$ cat config.mk
export PLATFORM = sky130hd
export DESIGN_NAME = flex_pkt_fifo
export DESIGN_NICKNAME = d
export VERILOG_FILES = /design/src/rtl/flex_fifo_pkg.sv /design/src/rtl/flex_fifo_ptr.sv /design/src/rtl/flex_pkt_fifo.sv
export SDC_FILE = /design/constraint.sdc
export NUM_CORES = 1
export LEC_CHECK = 0
export ABC_CLOCK_PERIOD_IN_PS = 19700
export CELL_PAD_IN_SITES_DETAIL_PLACEMENT = 1
export CELL_PAD_IN_SITES_GLOBAL_PLACEMENT = 1
export CORE_MARGIN = 5
export CORE_UTILIZATION = 25
export CTS_CLUSTER_DIAMETER = 200
export DETAILED_ROUTE_END_ITERATION = 10
export GPL_ROUTABILITY_DRIVEN = 0
export PLACE_DENSITY_LB_ADDON = 0.3
export SLEW_MARGIN = 40
export SYNTH_ARGS = -nofsm -noshare
export SYNTH_HDL_FRONTEND = slang
export SYNTH_SLANG_ARGS = --single-unit
$ cat constraint.sdc
create_clock -name clk -period 19.7 [get_ports clk]
set_clock_uncertainty 0.1 [all_clocks]
set_input_delay 1.97 -clock clk [delete_from_list [all_inputs] [get_ports clk]]
set_output_delay 1.97 -clock clk [all_outputs]
set_load 0.005 [all_outputs]
$ cat src/rtl/flex_fifo_pkg.sv
// rtl/flex_fifo_pkg.sv - shared constants and pointer arithmetic for the packet FIFO
package flex_fifo_pkg;

  localparam int unsigned FLEX_FIFO_NUMBITS = 8;
  localparam int unsigned FLEX_FIFO_DEPTH   = 64;

  // Modular difference a - b truncated to 'width' bits; pointers carry a wrap bit,
  // so this yields occupancy directly even across roll-over.
  function automatic logic [31:0] ptr_diff(input logic [31:0] a,
                                           input logic [31:0] b,
                                           input int unsigned width);
    logic [31:0] mask;
    mask = (width >= 32) ? '1 : ((32'd1 << width) - 32'd1);
    return (a - b) & mask;
  endfunction

endpackage

$ cat src/rtl/flex_fifo_ptr.sv
// rtl/flex_fifo_ptr.sv - wrap-bit pointer register with increment and priority load
module flex_fifo_ptr
  import flex_fifo_pkg::*;
#(
  parameter int unsigned W = 7
) (
  input  logic         clk,
  input  logic         rst,
  input  logic         inc,
  input  logic         load,
  input  logic [W-1:0] load_val,
  output logic [W-1:0] ptr
);

  // Load beats increment so a discard/commit lands exactly on its target.
  always_ff @(posedge clk or posedge rst) begin
    if (rst) begin
      ptr <= '0;
    end else if (load) begin
      ptr <= load_val;
    end else if (inc) begin
      ptr <= ptr + W'(1);
    end
  end

endmodule

$ cat src/rtl/flex_pkt_fifo.sv
// rtl/flex_pkt_fifo.sv - packet FIFO with commit/discard; FLEX_PKT_FIFO_ERR_EN adds sticky error flags
module flex_pkt_fifo
  import flex_fifo_pkg::*;
#(
  parameter int unsigned NUMBITS = FLEX_FIFO_NUMBITS,
  parameter int unsigned DEPTH   = FLEX_FIFO_DEPTH,
  localparam int unsigned ADDR   = $clog2(DEPTH)
) (
  input  logic               clk,
  input  logic               rst,
  input  logic               w_enable,
  input  logic [NUMBITS-1:0] w_data,
  input  logic               w_commit,
  input  logic               w_discard,
  input  logic               r_enable,
  output logic [NUMBITS-1:0] r_data,
  output logic               empty,
  output logic               full,
  output logic [ADDR:0]      count,
  output logic [ADDR:0]      pkt_len
`ifdef FLEX_PKT_FIFO_ERR_EN
  ,
  input  logic               err_clr,
  output logic               overflow,
  output logic               underflow
`endif
);

  localparam int unsigned PTR_W = ADDR + 1;

  logic [ADDR:0]        wr_ptr;
  logic [ADDR:0]        cmt_ptr;
  logic [ADDR:0]        rd_ptr;
  logic [ADDR:0]        wr_ptr_nxt;
  logic                 wr_accept;
  logic                 rd_accept;
  logic                 do_commit;
  logic [NUMBITS-1:0]   mem [DEPTH];

  // Request qualification uses only current-cycle flags, so a same-cycle read
  // never frees space for a write and a same-cycle commit never feeds a read.
  assign wr_accept  = w_enable && !full && !w_discard;
  assign rd_accept  = r_enable && !empty;
  assign do_commit  = w_commit && !w_discard;
  assign wr_ptr_nxt = wr_accept ? (wr_ptr + PTR_W'(1)) : wr_ptr;

  flex_fifo_ptr #(.W(PTR_W)) u_wr_ptr (
    .clk      (clk),
    .rst      (rst),
    .inc      (wr_accept),
    .load     (w_discard),
    .load_val (cmt_ptr),
    .ptr      (wr_ptr)
  );

  flex_fifo_ptr #(.W(PTR_W)) u_cmt_ptr (
    .clk      (clk),
    .rst      (rst),
    .inc      (1'b0),
    .load     (do_commit),
    .load_val (wr_ptr_nxt),
    .ptr      (cmt_ptr)
  );

  flex_fifo_ptr #(.W(PTR_W)) u_rd_ptr (
    .clk      (clk),
    .rst      (rst),
    .inc      (rd_accept),
    .load     (1'b0),
    .load_val ({PTR_W{1'b0}}),
    .ptr      (rd_ptr)
  );

  // Storage is cleared on reset so no stale packet data survives an abort.
  always_ff @(posedge clk or posedge rst) begin
    if (rst) begin
      for (int i = 0; i < int'(DEPTH); i++) begin
        mem[i] <= '0;
      end
    end else if (wr_accept) begin
      mem[wr_ptr[ADDR-1:0]] <= w_data;
    end
  end

  assign r_data  = mem[rd_ptr[ADDR-1:0]];
  assign empty   = (rd_ptr == cmt_ptr);
  assign full    = (PTR_W'(ptr_diff(32'(wr_ptr), 32'(rd_ptr), PTR_W)) == PTR_W'(DEPTH));
  assign count   = PTR_W'(ptr_diff(32'(cmt_ptr), 32'(rd_ptr), PTR_W));
  assign pkt_len = PTR_W'(ptr_diff(32'(wr_ptr), 32'(cmt_ptr), PTR_W));

`ifdef FLEX_PKT_FIFO_ERR_EN
  logic ov_set;
  logic un_set;

  assign ov_set = w_enable && full && !w_discard;
  assign un_set = r_enable && empty;

  // Sticky error flags; a new error in the clearing cycle keeps the flag set.
  always_ff @(posedge clk or posedge rst) begin
    if (rst) begin
      overflow  <= 1'b0;
      underflow <= 1'b0;
    end else begin
      if (ov_set) begin
        overflow <= 1'b1;
      end else if (err_clr) begin
        overflow <= 1'b0;
      end
      if (un_set) begin
        underflow <= 1'b1;
      end else if (err_clr) begin
        underflow <= 1'b0;
      end
    end
  end
`endif

endmodule

==> metrics.csv <==
metric,value,unit
port_buffers,37,
hold_buffers,0,
hold_violations,0,
fin_util,0.289,
ys_seq_elements,533,
cts_setup_buffers,0,
yosysWarnings,0,
avgSynthCellArea,15.8,um2
p_sw_frac,0.307,
hp-class,reg -> reg,
fin_nets,1673,
grt_pass1_vias,16440,
dpl.hpwl,44600,um
holdCritStartpoint,mem[13],
fin_tns_setup,0,ns
grt_max_degree,111,
postLayoutSetupSlackWorst,12.20,ns
reg2reg_from,u_rd_ptr.ptr[2],
place_ws,12.23,ns
ir_worst_vdd,0.0827,mV
arrival,5.43,ns
p_comb_frac,0.335,
cts_inserted_buffers,61,
clk_path_buf_depth,3,
antenna_left,0,
wl,71900,um
synth_nets,1678,
synth_top_area_frac,0.516,
cap_violations,0,
p_sw,0.00126,W
wl_per_cell,23.4,um
via_per_inst,4.73,
period_needed,7.50,ns
die_area,110000,um2
cts-root-buf,clkbuf_16,
core_area,103000,um2
htree_levels,2,
cts.sinks,533,
synth_cell_types,46,
clkLatencyLatePin,0.63,ns
cts.repair.resized,0,
ys_seq_area_frac,0.516,
dp.cells,2951,
grt_pass1_wl,111000,um
first_pass_iters,4,
area_growth,15.1,%
drive_above_1_share,0.491,
drtIter0Drc,763,
critPathRequiredTime,17.63,ns
slew_violations,0,
clk_pin_slew,0.06,ns
fp.dieH,332,um
syn-cell-area,25900,um2
die_x,332,um
final.period_utilization,0.381,
track_usage,0.130,
stdcell_count,3070,
crit_end,r_data[0],
synth_largest_area_cell,dfrtp_1,
boundaryPins,38,
p_seq_frac,0.379,
antenna_found_initial,2,
hold_path_depth,1,
clkPwrFrac,0.286,
r2r-end,mem[233],
tightest_slew,0.901,ns
max_freq,133,MHz
endpoint_kind,output port,
power_density,138,nW/um2
synth_cells,1642,
synth.area.top_cells,"dfrtp_1 52%, mux2_2 16%, mux4_2 14%",
reg2regPathDepth,11,
vias,14534,
relSlewSlack,0.400,
cts_tree,done,
worst-r2r-setup-slack,14.93,ns
setup_violations,0,
grt-ovfl-total,0,
internal-power,0.00284,W
start_kind,flip-flop,
outcome,"complete, no violations",
drc_errors,0,
rows,118,
worstSetupPathType,reg -> out,
rsz0062_at_grt,false,
start_util,0.251,
p_leak,13.7,nW
startpoint,u_rd_ptr.ptr[0],
crit_fanout,42,
==> how the worst min path moves through the flow <==
| stage | end |
|---|---|
| after floorplan | mem[456] |
| after global placement | mem[15] |
| after detailed placement | mem[13] |
| after CTS | mem[13] |
| after global routing | mem[239] |
| final | mem[13] |
==> synth_stat cells (all sizes together) <==
cell	number
dfrtp	533
mux2	512
mux4	160
clkbuf	82
buf	58
nand2	31
inv	30
nor2	29
nand4	28
or4	24
ha	20
a22oi	16
a31oi	15
xnor2	14
nand3	13
o21ai	10
a21oi	9
nor2b	7
nor3	6
xor2	6
a21o	5
nor3b	5
nor4	5
and3	4
o21bai	4
or3	4
and4	2
clkinv	2
fa	2
a2111oi	1
and2	1
nand3b	1
o211ai	1
o31ai	1
o32a	1
==> state kept, by name, summed over array words and instances, names as in the netlist <==
name / count
u_rd_ptr.ptr: 7
u_cmt_ptr.ptr: 7
mem: 512
u_wr_ptr.ptr: 7
==> logic make-up (layout without fill, tap and decap cells) <==
kind of cell,Yosys count,after routing,share of synthesized area
flops,533,533,0.516
fa+ha+maj,22,22,0.0112
compound gates,63,63,0.0159
xor+xnor,20,20,0.00677
buf+inv,172,218,0.0295
other cells,0,2,0
simple gates,160,160,0.0368
mux,672,672,0.384
==> critical path, cell delays in order (launching register included) <==
cell	delay (ns)
dfrtp_4	0.78
buf_4	0.43
buf_6	0.57
buf_4	0.68
mux4_2	0.59
mux4_2	0.54
a22oi_1	0.44
nand2_1	0.19
clkdlybuf4s50_1	0.49
==> metrics by stage <==
step / hold WS (ns) / area [um2] / total power [W]
after floorplan: 0.374 / 25900 / 0.00249
final: 0.400 / 29800 / 0.00410
after global placement: 0.382 / 27500 / 0.00292
after detailed placement: 0.388 / 27600 / 0.00297
after CTS: 0.401 / 29700 / 0.00417
after global routing: 0.417 / 29800 / 0.00432
==> layout make-up <==
cell class	count	area [um2]
tap	1380	1730
antenna	2	5.00
clock buffer	98	1830
inverter	32	133
multi-input combinational	937	11800
fill	10817	73400
timing repair buffer	72	691
clock inverter	16	256
sequential	533	13300
==> placed cells by master, fill, tap and decap left out, types with 16 or more instances in the layout <==
cell / n
clkbuf_16: 62
clkbuf_1: 22
mux2_2: 360
mux2_4: 152
dfrtp_1: 530
nand2_1: 29
clkdlybuf4s50_1: 29
buf_4: 23
nor2_1: 27
inv_1: 27
ha_1: 20
mux4_2: 160
nand4_1: 28
or4_1: 23
a22oi_1: 16
==> per-layer routing <==
| metal | wire length, um | up-vias | track usage |
|---|---|---|---|
| li1 | - | 6176 | - |
| met1 | 32100 | 8066 | 0.174 |
| met2 | 35600 | 194 | 0.221 |
| met3 | 2370 | 98 | 0.0197 |
| met4 | 1790 | 0 | 0.0346 |
| met5 | 0 | - | 0 |
==> power groups by stage <==
| stage | Clock [W] | Combinational, W | Sequential [W] |
|---|---|---|---|
| final | 0.00117 | 0.00137 | 0.00156 |
| after CTS | 0.00121 | 0.00140 | 0.00156 |
| after global placement | 0 | 0.00136 | 0.00156 |
| after floorplan | 0 | 0.000993 | 0.00150 |
| after detailed placement | 0 | 0.00139 | 0.00157 |
| after global routing | 0.00125 | 0.00148 | 0.00159 |
Power figures use the tool's default switching activity.
